[config.mk]
export PLATFORM = sky130hd
export DESIGN_NAME = sliding_window_ctrl
export DESIGN_NICKNAME = d
export VERILOG_FILES = /design/src/rtl/sliding_window_ctrl.sv
export SDC_FILE = /design/constraint.sdc
export NUM_CORES = 1
export LEC_CHECK = 0
export ABC_AREA = 1
export BUFFER_PORTS_ARGS = -buffer_cell sky130_fd_sc_hd__buf_2
export CORE_ASPECT_RATIO = 0.6
export CORE_MARGIN = 5
export CORE_UTILIZATION = 45
export CTS_BUF_LIST = sky130_fd_sc_hd__clkbuf_8
export CTS_CLUSTER_DIAMETER = 30
export DETAILED_ROUTE_END_ITERATION = 12
export PLACE_DENSITY = 0.86
export SLEW_MARGIN = 20
export SYNTH_ARGS = -nofsm -noshare
export SYNTH_HDL_FRONTEND = slang
export SYNTH_SLANG_ARGS = --single-unit
[constraint.sdc]
create_clock -name clk -period 3.21 [get_ports clk]
set_input_delay 0.321 -clock clk [delete_from_list [all_inputs] [get_ports clk]]
set_output_delay 0.321 -clock clk [all_outputs]
set_load 0.02 [all_outputs]
[src/rtl/sliding_window_ctrl.sv]
// ============================================================================
// Module      : sliding_window_ctrl
// Description : Scans a packed int8 frame in 4-pixel column blocks, feeding a
//               4-row window buffer and presenting each complete 4x4 window.
// Revision    : 1.0 - initial release
// ============================================================================
`default_nettype none

module sliding_window_ctrl #(
   parameter int IMG_W  = 32,
   parameter int IMG_H  = 32,
   parameter int ADDR_W = 16
) (
   input  logic              clk,
   input  logic              reset,
   input  logic              start,
   input  logic [ADDR_W-1:0] base_addr,
   output logic              busy,
   output logic              done,
   output logic              mem_rd_en,
   output logic [ADDR_W-1:0] mem_addr,
   input  logic [31:0]       mem_rd_data,
   output logic              sw_valid_in,
   output logic [31:0]       sw_pixels,
   output logic              win_valid,
   input  logic              win_ready,
   output logic [7:0]        win_row,
   output logic [7:0]        win_col
);

   localparam int C_WPR = IMG_W / 4;
   localparam int C_ROW_W = (IMG_H > 1) ? $clog2(IMG_H) : 1;
   localparam int C_CB_W = (C_WPR > 1) ? $clog2(C_WPR) : 1;

   typedef enum logic [2:0] {
      S_IDLE    = 3'd0,
      S_READ    = 3'd1,
      S_LOAD    = 3'd2,
      S_PRESENT = 3'd3,
      S_DONE    = 3'd4
   } state_t;

   state_t               state_q;
   logic [ADDR_W-1:0]    base_q;
   logic [C_CB_W-1:0]    cb_q;
   logic [C_ROW_W-1:0]   row_q;
   logic [2:0]           fill_q;
   logic [2:0]           fill_d;
   logic                 w_last_row;
   logic                 w_last_cb;
   logic                 w_run;
   logic [ADDR_W-1:0]    w_rd_addr;

   assign fill_d     = (fill_q == 3'd4) ? 3'd4 : fill_q + 3'd1;
   assign w_last_row = (row_q == C_ROW_W'(IMG_H - 1));
   assign w_last_cb  = (cb_q == C_CB_W'(C_WPR - 1));
   assign w_rd_addr  = base_q + ADDR_W'(row_q) * ADDR_W'(C_WPR) + ADDR_W'(cb_q);

   always_ff @(posedge clk) begin
      if (reset) begin
         state_q <= S_IDLE;
         base_q  <= '0;
         cb_q    <= '0;
         row_q   <= '0;
         fill_q  <= '0;
      end else begin
         case (state_q)
            S_IDLE: begin
               if (start) begin
                  base_q  <= base_addr;
                  cb_q    <= '0;
                  row_q   <= '0;
                  fill_q  <= '0;
                  state_q <= S_READ;
               end
            end
            S_READ: state_q <= S_LOAD;
            S_LOAD: begin
               fill_q <= fill_d;
               if (fill_d == 3'd4) begin
                  state_q <= S_PRESENT;
               end else begin
                  row_q   <= row_q + 1'b1;
                  state_q <= S_READ;
               end
            end
            S_PRESENT: begin
               if (win_ready) begin
                  if (!w_last_row) begin
                     row_q   <= row_q + 1'b1;
                     state_q <= S_READ;
                  end else if (!w_last_cb) begin
                     // New column block: the four refill rows flush the stale buffer
                     cb_q    <= cb_q + 1'b1;
                     row_q   <= '0;
                     fill_q  <= '0;
                     state_q <= S_READ;
                  end else begin
                     state_q <= S_DONE;
                  end
               end
            end
            S_DONE:  state_q <= S_IDLE;
            default: state_q <= S_IDLE;
         endcase
      end
   end

   // Outputs decode the registered state and are forced low during reset
   assign w_run       = !reset;
   assign busy        = w_run && ((state_q == S_READ) || (state_q == S_LOAD) ||
                                  (state_q == S_PRESENT));
   assign done        = w_run && (state_q == S_DONE);
   assign mem_rd_en   = w_run && (state_q == S_READ);
   assign mem_addr    = mem_rd_en ? w_rd_addr : '0;
   assign sw_valid_in = w_run && (state_q == S_LOAD);
   assign sw_pixels   = sw_valid_in ? mem_rd_data : '0;
   assign win_valid   = w_run && (state_q == S_PRESENT);
   assign win_row     = win_valid ? (8'(row_q) - 8'd3) : '0;
   assign win_col     = win_valid ? 8'({cb_q, 2'b00}) : '0;

endmodule

`default_nettype wire
==> run summary, run 1 <==
global-route wire length before repair = 12.0 mm
Clock Sinks = 30
vias in the first global route = 2,558
leakage = 1.93 nW
min Tclk post-route = 2.41 ns
post-synth top area share = 24.1%
dominant cells by area after synthesis = dfxtp_1 (24%), nor2_1 (15%), nand2_1 (13%)
Ant. Diodes = 0
status = completed
Mean Syn Cell Area = 5.68 µm²
Netlist cell types = 28
Final Cycle Share = 75.1%
largest area contributor in the netlist = dfxtp_1
post-DP HPWL = 6.26 mm
M1 wire length = 3.63 mm
DRC violations left = 0
Post-Route WL = 7.58 mm
Die ar. = 7180 µm²
htree depth = 2
area post-placement = 3090 µm²
Syn-to-layout area delta = 27.6%
worst r2r src = row_q[0]
clock buffer depth = 2
DIE HEIGHT = 67.7 µm
post-CTS setup buffers = 0
WP data arrival = 2.09 ns
Vias/cell = 4.86
final design utilization = 58.3%
sequential fraction of the synthesis area = 24.1%
routed wl met2 = 3.24 mm
TritonCTS clock tree = done
actual slew at the worst max-slew pin = 0.632 ns
Cell Area, Synth = 2490 µm²
Post-CTS Hold Buffers = 0
Worst setup SP type = flip-flop
Clock Pin Slew Worst Setup and Hold Paths = 0.07 ns
Clock Latency Late Sink = 0.28 ns
WL per Instance = 12.2 µm
Hold WS = 0.264 ns
final setup TNS = 0 ns
antenna violations before repair = 0
endpoints failing hold = 0
Max Fclk = 0.415 GHz
hold depth = 3
Worst R2R End = row_q[0]
Starting Density = 45.7%
WP data required = 2.89 ns
post-route cell area = 3180 µm²
DRT iter0 DRCs = 326
Post-Synthesis Cells = 439
most frequent cells in the layout = buf_2 (115), nor2_1 (103), nand2_1 (87), inv_1 (86), dfxtp_1 (30)
DR top layer = met4
# IOs = 121
Power Dens Cells = 337 nW/µm²
post-layout power = 1.07 mW
CP Capture Type = output pin
routability congestion estimate = 0.943
All-Layer GR Usage = 20.6%
Final Net Count = 618
worst reg-to-reg setup slack = 1.19 ns
fill cell count = 527
core box area = 5470 µm²
Port Buffer Count = 115
# setup viols final = 0
maximum fanout along the worst path = 4
clk_skew = 0.00738 ns
R2R cell count = 11
total grt overflow = 0
Clock Tree Root = clkbuf_8
crit path kind = flip-flop to output pin
Max Slew Vio Count = 0
Hold EP = base_q[7]
first drt pass iteration count = 5
Die W = 106 µm
# rows = 21
largest net degree at the start of global routing = 34
post-CTS sizing = 0
Slew HR = 57.8%
leading cell type in the layout, fill and taps excluded = buf_2
Max-Cap Viols = 0
RSZ-0062 raised after global routing = false
vias = 3,020
met3 wire length = 650 µm
HP Class = input port to flip-flop
antenna-violating nets left = 0
share of post-route cells with drive strength above 1 = 23.9%
cts bufs inserted = 5
Ys Warns = 0
Yosys reg bits = 30
maximum VDD drop = 0.200 mV
Worst Hold Launch = base_addr[7]
-- routing by layer --
metal  vias to the layer above  global-route usage [%]
li1                       1552                       -
met1                      1333                    30.9
met2                       126                    29.8
met3                         9                    4.68
met4                         0                    4.04
met5                         -                       0
-- layout make-up --
| class | count | area [µm²] | share of cell area (%) |
|---|---|---|---|
| Timing Repair Buffer | 118 | 598 | 18.8 |
| Tap cell | 69 | 86.3 | 2.71 |
| Multi-Input combinational cell | 311 | 1490 | 46.8 |
| Inverter | 85 | 319 | 10.0 |
| Clock buffer | 6 | 82.6 | 2.59 |
| Sequential cell | 30 | 601 | 18.9 |
| Clock inverter | 2 | 8.76 | 0.275 |
-- metrics by stage --
step	cells	setup WS, ns
floorplan	443	1.02
global placement	613	1.15
detailed placement	613	1.10
CTS	621	0.802
global route	621	0.566
finish	621	0.800
-- flip-flops by register name (all words and copies together) (netlist names) --
signal   count
base_q      16
row_q        5
cb_q         3
fill_q       3
state_q      3
-- cells by family (layout without fill, tap and decap cells) --
kind of cell / count (synthesis) / after routing / share of synthesized area (%)
fa+ha+maj: 15 / 15 / 7.82
xor+xnor: 4 / 4 / 1.40
buf+inv: 102 / 211 / 16.9
simple gates: 232 / 232 / 38.5
flops: 30 / 30 / 24.1
compound gates: 55 / 55 / 11.2
other cells: 1 / 5 / 0.150
-- how the worst max path moves through the flow --
stage,startpoint,endpoint
global route,cb_q[0],mem_addr[12]
detailed placement,cb_q[0],mem_addr[12]
floorplan,state_q[0],win_row[6]
CTS,cb_q[0],mem_addr[12]
global placement,cb_q[0],mem_addr[12]
finish,cb_q[0],mem_addr[12]
-- worst max-delay path, stage by stage, from the launching register on --
cell and delay, ns:
dfxtp_1 0.37, ha_1 0.18, inv_1 0.05, fa_1 0.35
inv_1 0.11, nand3_1 0.08, nand3_1 0.13, nand3_1 0.11
a21oi_1 0.20, nor2_1 0.06, buf_2 0.15
-- power by group --
| group | internal [mW] | leakage (nW) | total, mW | switching, mW |
|---|---|---|---|---|
| Clock | 0.170 | 0.0524 | 0.312 | 0.142 |
| Sequential | 0.404 | 0.247 | 0.441 | 0.0366 |
| Combinational | 0.113 | 1.63 | 0.320 | 0.207 |
-- synth_stat cells, drive strengths merged --
library cell / count
and2: 1
nand4: 3
clkbuf: 2
xnor2: 3
ha: 14
nand2: 89
nand3: 26
nor2: 107
nor4: 3
xor2: 1
a21oi: 29
fa: 1
nor3: 1
inv: 85
o211ai: 1
buf: 15
dfxtp: 30
conb: 1
a211oi: 1
o21ai: 24
nand3b: 2
Power figures use the tool's default switching activity.
==> inputs of run 2 (changes only) <==
Settings changed: CORE_UTILIZATION 45 to 43.
Clock period 3.21 ns to 1.9 ns, I/O delays scaled along.
==> run summary, run 2 (synthesis results as in run 1) <==
Port Buffer Count = 115 (unchanged)
share of post-route cells with drive strength above 1 = 36.4% (was 23.9%)
Hold WS = 0.119 ns (was 0.264 ns)
hold depth = 3 (unchanged)
DIE HEIGHT = 69 µm (was 67.7 µm)
# IOs = 121 (unchanged)
cts bufs inserted = 5 (unchanged)
Syn-to-layout area delta = 46.2% (was 27.6%)
crit path max-delay cell type = dfxtp_4 (was dfxtp_1)
core box area = 5600 µm² (was 5470 µm²)
placed instance count = 634 (was 613)
part of the power in registers = 37.5% (was 41.1%)
first drt pass iteration count = 6 (was 5)
antenna violations before repair = 0 (unchanged)
R2R cell count = 11 (unchanged)
Switching Fraction = 38.3% (was 36.0%)
Final Net Count = 634 (was 618)
actual slew at the worst max-slew pin = 0.670 ns (was 0.632 ns)
endpoints failing hold = 0 (unchanged)
global-route wire length before repair = 14.7 mm (was 12.0 mm)
clock buffer depth = 2 (unchanged)
Ant. Diodes = 0 (unchanged)
total grt overflow = 0 (unchanged)
Starting Density = 44.6% (was 45.7%)
CP Capture Type = output pin (unchanged)
Power Dens Cells = 552 nW/µm² (was 337 nW/µm²)
WP data required = 1.71 ns (was 2.89 ns)
biggest registers after layout = base_q: 16 flops, row_q: 5 flops (unchanged)
failing checks = negative setup slack
Gate power share = 34.4% (was 29.9%)
Psw = 0.772 mW (was 0.386 mW)
area occupied by multi-input gates = 1740 µm² (was 1490 µm²)
post-DP HPWL = 6.61 mm (was 6.26 mm)
Worst Hold Launch = base_addr[2] (was base_addr[7])
min Tclk post-route = 2.17 ns
Critical Path Source = row_q[1] (was cb_q[0])
status = complete, but fails checks (was completed)
Clock Pin Slew Worst Setup and Hold Paths = 0.08 ns (was 0.07 ns)
# rows = 21 (unchanged)
vias = 3,334 (was 3,020)
worst reg-to-reg setup slack = 0.05 ns (was 1.19 ns)
most frequent cells in the layout = buf_2 (100), nor2_1 (94), inv_1 (83), nand2_1 (78), buf_4 (30) (was buf_2 (115), nor2_1 (103), nand2_1 (87), inv_1 (86), dfxtp_1 (30))
DRT iter0 DRCs = 358 (was 326)
htree depth = 2 (unchanged)
Max Slew Vio Count = 0 (unchanged)
DRC violations left = 0 (unchanged)
leading cell type in the layout, fill and taps excluded = buf_2 (unchanged)
leakage = 2.05 nW (was 1.93 nW)
# setup viols final = 16 (was 0)
Max-Cap Viols = 0 (unchanged)
max reg flops = 16 (unchanged)
Post-Route WL = 9.68 mm (was 7.58 mm)
family with the most delay on the worst path = simple AND/OR/NAND/NOR gates (was adder cells)
HP Class = input port to flip-flop (unchanged)
crit path kind = flip-flop to output pin (unchanged)
final setup slack of the worst path = -0.274 ns (was 0.800 ns)
Worst R2R End = row_q[0] (unchanged)
TritonCTS clock tree = done (unchanged)
Post-CTS Hold Buffers = 0 (unchanged)
Die W = 108 µm (was 106 µm)
maximum fanout along the worst path = 5 (was 4)
Worst path max stage delay = 0.37 ns (about the same)
Max Fclk = 0.460 GHz
vias in the first global route = 2,956 (was 2,558)
Clock Tree Root = clkbuf_8 (unchanged)
All-Layer GR Usage = 24.1% (was 20.6%)
largest net degree at the start of global routing = 34 (unchanged)
WP data arrival = 1.98 ns (was 2.09 ns)
Place WS = -0.00271 ns (was 1.10 ns)
Hold EP = base_q[2] (was base_q[7])
sequential cell area = 624 µm² (was 601 µm²)
antenna-violating nets left = 0 (unchanged)
worst r2r src = row_q[0] (unchanged)
most frequent CP cell = nand2_1 (was nand3_1)
Internal = 1.24 mW (was 0.687 mW)
Buf+Inv Stages, Crit Path = 1 (was 3)
RSZ-0062 raised after global routing = true (was false)
routability congestion estimate = 0.999 (was 0.943)
crit-path cells = ha_4 > nand2_1 > nor2_1 > nand2_1 > nand3_2 > nand2_1 > nand2_1 > nand2_1 > nand2_1 > nor2_1 > buf_4 (was ha_1 > inv_1 > fa_1 > inv_1 > nand3_1 > nand3_1 > nand3_1 > a21oi_1 > nor2_1 > buf_2)
fill cell count = 470 (was 527)
Worst setup SP type = flip-flop (unchanged)
Clock Sinks = 30 (unchanged)
Final Cycle Share = 114%
WL per Instance = 14.9 µm (was 12.2 µm)
Top reg by flops = base_q (unchanged)
maximum VDD drop = 0.291 mV (was 0.200 mV)
Die ar. = 7480 µm² (was 7180 µm²)
Vias/cell = 5.15 (was 4.86)
clk_skew = 0.0102 ns (was 0.00738 ns)
final std cells w/o fill = 648 (was 621)
Slew HR = 55.3% (was 57.8%)
Clock Latency Late Sink = 0.29 ns (was 0.28 ns)
Clk pwr share = 28.1% (was 29.0%)
## run 2: cell types whose count changed in the layout (fill, tap and decap cells not counted), moves of 9 or more
cell / delta
buf_4: +27
buf_2: -15
dfxtp_1: -13
dfxtp_2: +10
nand2_1: -9
nor2_1: -9
## run 2: through the flow
step / setup TNS (ns) / power, mW / instance area [µm²] / util, %
6_report: -2.37 / 2.01 / 3650 / 65.2
5_1_grt: -3.49 / 2.11 / 3650 / 65.2
4_1_cts: -1.07 / 1.94 / 3530 / 63.1
3_3_place_gp: 0 / 1.29 / 3190 / 57.0
2_1_floorplan: 0 / 1.12 / 2520 / -
3_5_place_dp: -0.00271 / 1.31 / 3190 / 57.0
## run 2: worst reg2reg max path: stages, from the launching register on
cell,delay (ns)
dfxtp_2,0.38
ha_1,0.18
nand2_1,0.08
nor2_1,0.18
ha_1,0.21
nand2_1,0.09
a21oi_2,0.21
nor2_4,0.10
nand2_1,0.11
nand2_1,0.08
nand2_1,0.06
nor2_1,0.05
## run 2: final cells by class
| type | count | area share (%) |
|---|---|---|
| multi-input combinational | 311 | 47.7 |
| timing repair buffer | 134 | 21.1 |
| sequential | 30 | 17.1 |
| inverter | 85 | 8.74 |
| tap | 80 | 2.74 |
| clock buffer | 6 | 2.26 |
| clock inverter | 2 | 0.343 |
## run 2: worst max path at each step
stage	endpoint	cells past startpoint
2_1_floorplan	mem_addr[12]	10
3_3_place_gp	mem_addr[12]	11
3_5_place_dp	mem_addr[12]	11
4_1_cts	mem_addr[12]	11
5_1_grt	mem_addr[10]	11
6_report	mem_addr[10]	11
## run 2: timing repair
| action | 4_1_cts | 5_1_grt |
|---|---|---|
| buffers inserted | 1 | 5 |
| resized for setup | 62 | 27 |
| endpoints found under the hold margin | 0 | 0 |
| endpoints found under the setup margin | 21 | 61 |
| pin swaps | 11 | 16 |
## run 2: per-layer routing
metal / global-route usage [%] / vias up / share of wire, %
li1: - / 1584 / -
met1: 32.9 / 1488 / 40
met2: 38.4 / 208 / 45
met3: 5.32 / 54 / 11
met4: 5.88 / 0 / 3.5
met5: 0 / - / 0
## run 2: power by group through the flow
stage / Combinational [mW] / Sequential (mW) / Clock (mW)
6_report: 0.693 / 0.756 / 0.565
5_1_grt: 0.751 / 0.761 / 0.595
4_1_cts: 0.631 / 0.748 / 0.560
3_5_place_dp: 0.567 / 0.745 / 0
3_3_place_gp: 0.552 / 0.743 / 0
2_1_floorplan: 0.386 / 0.736 / 0
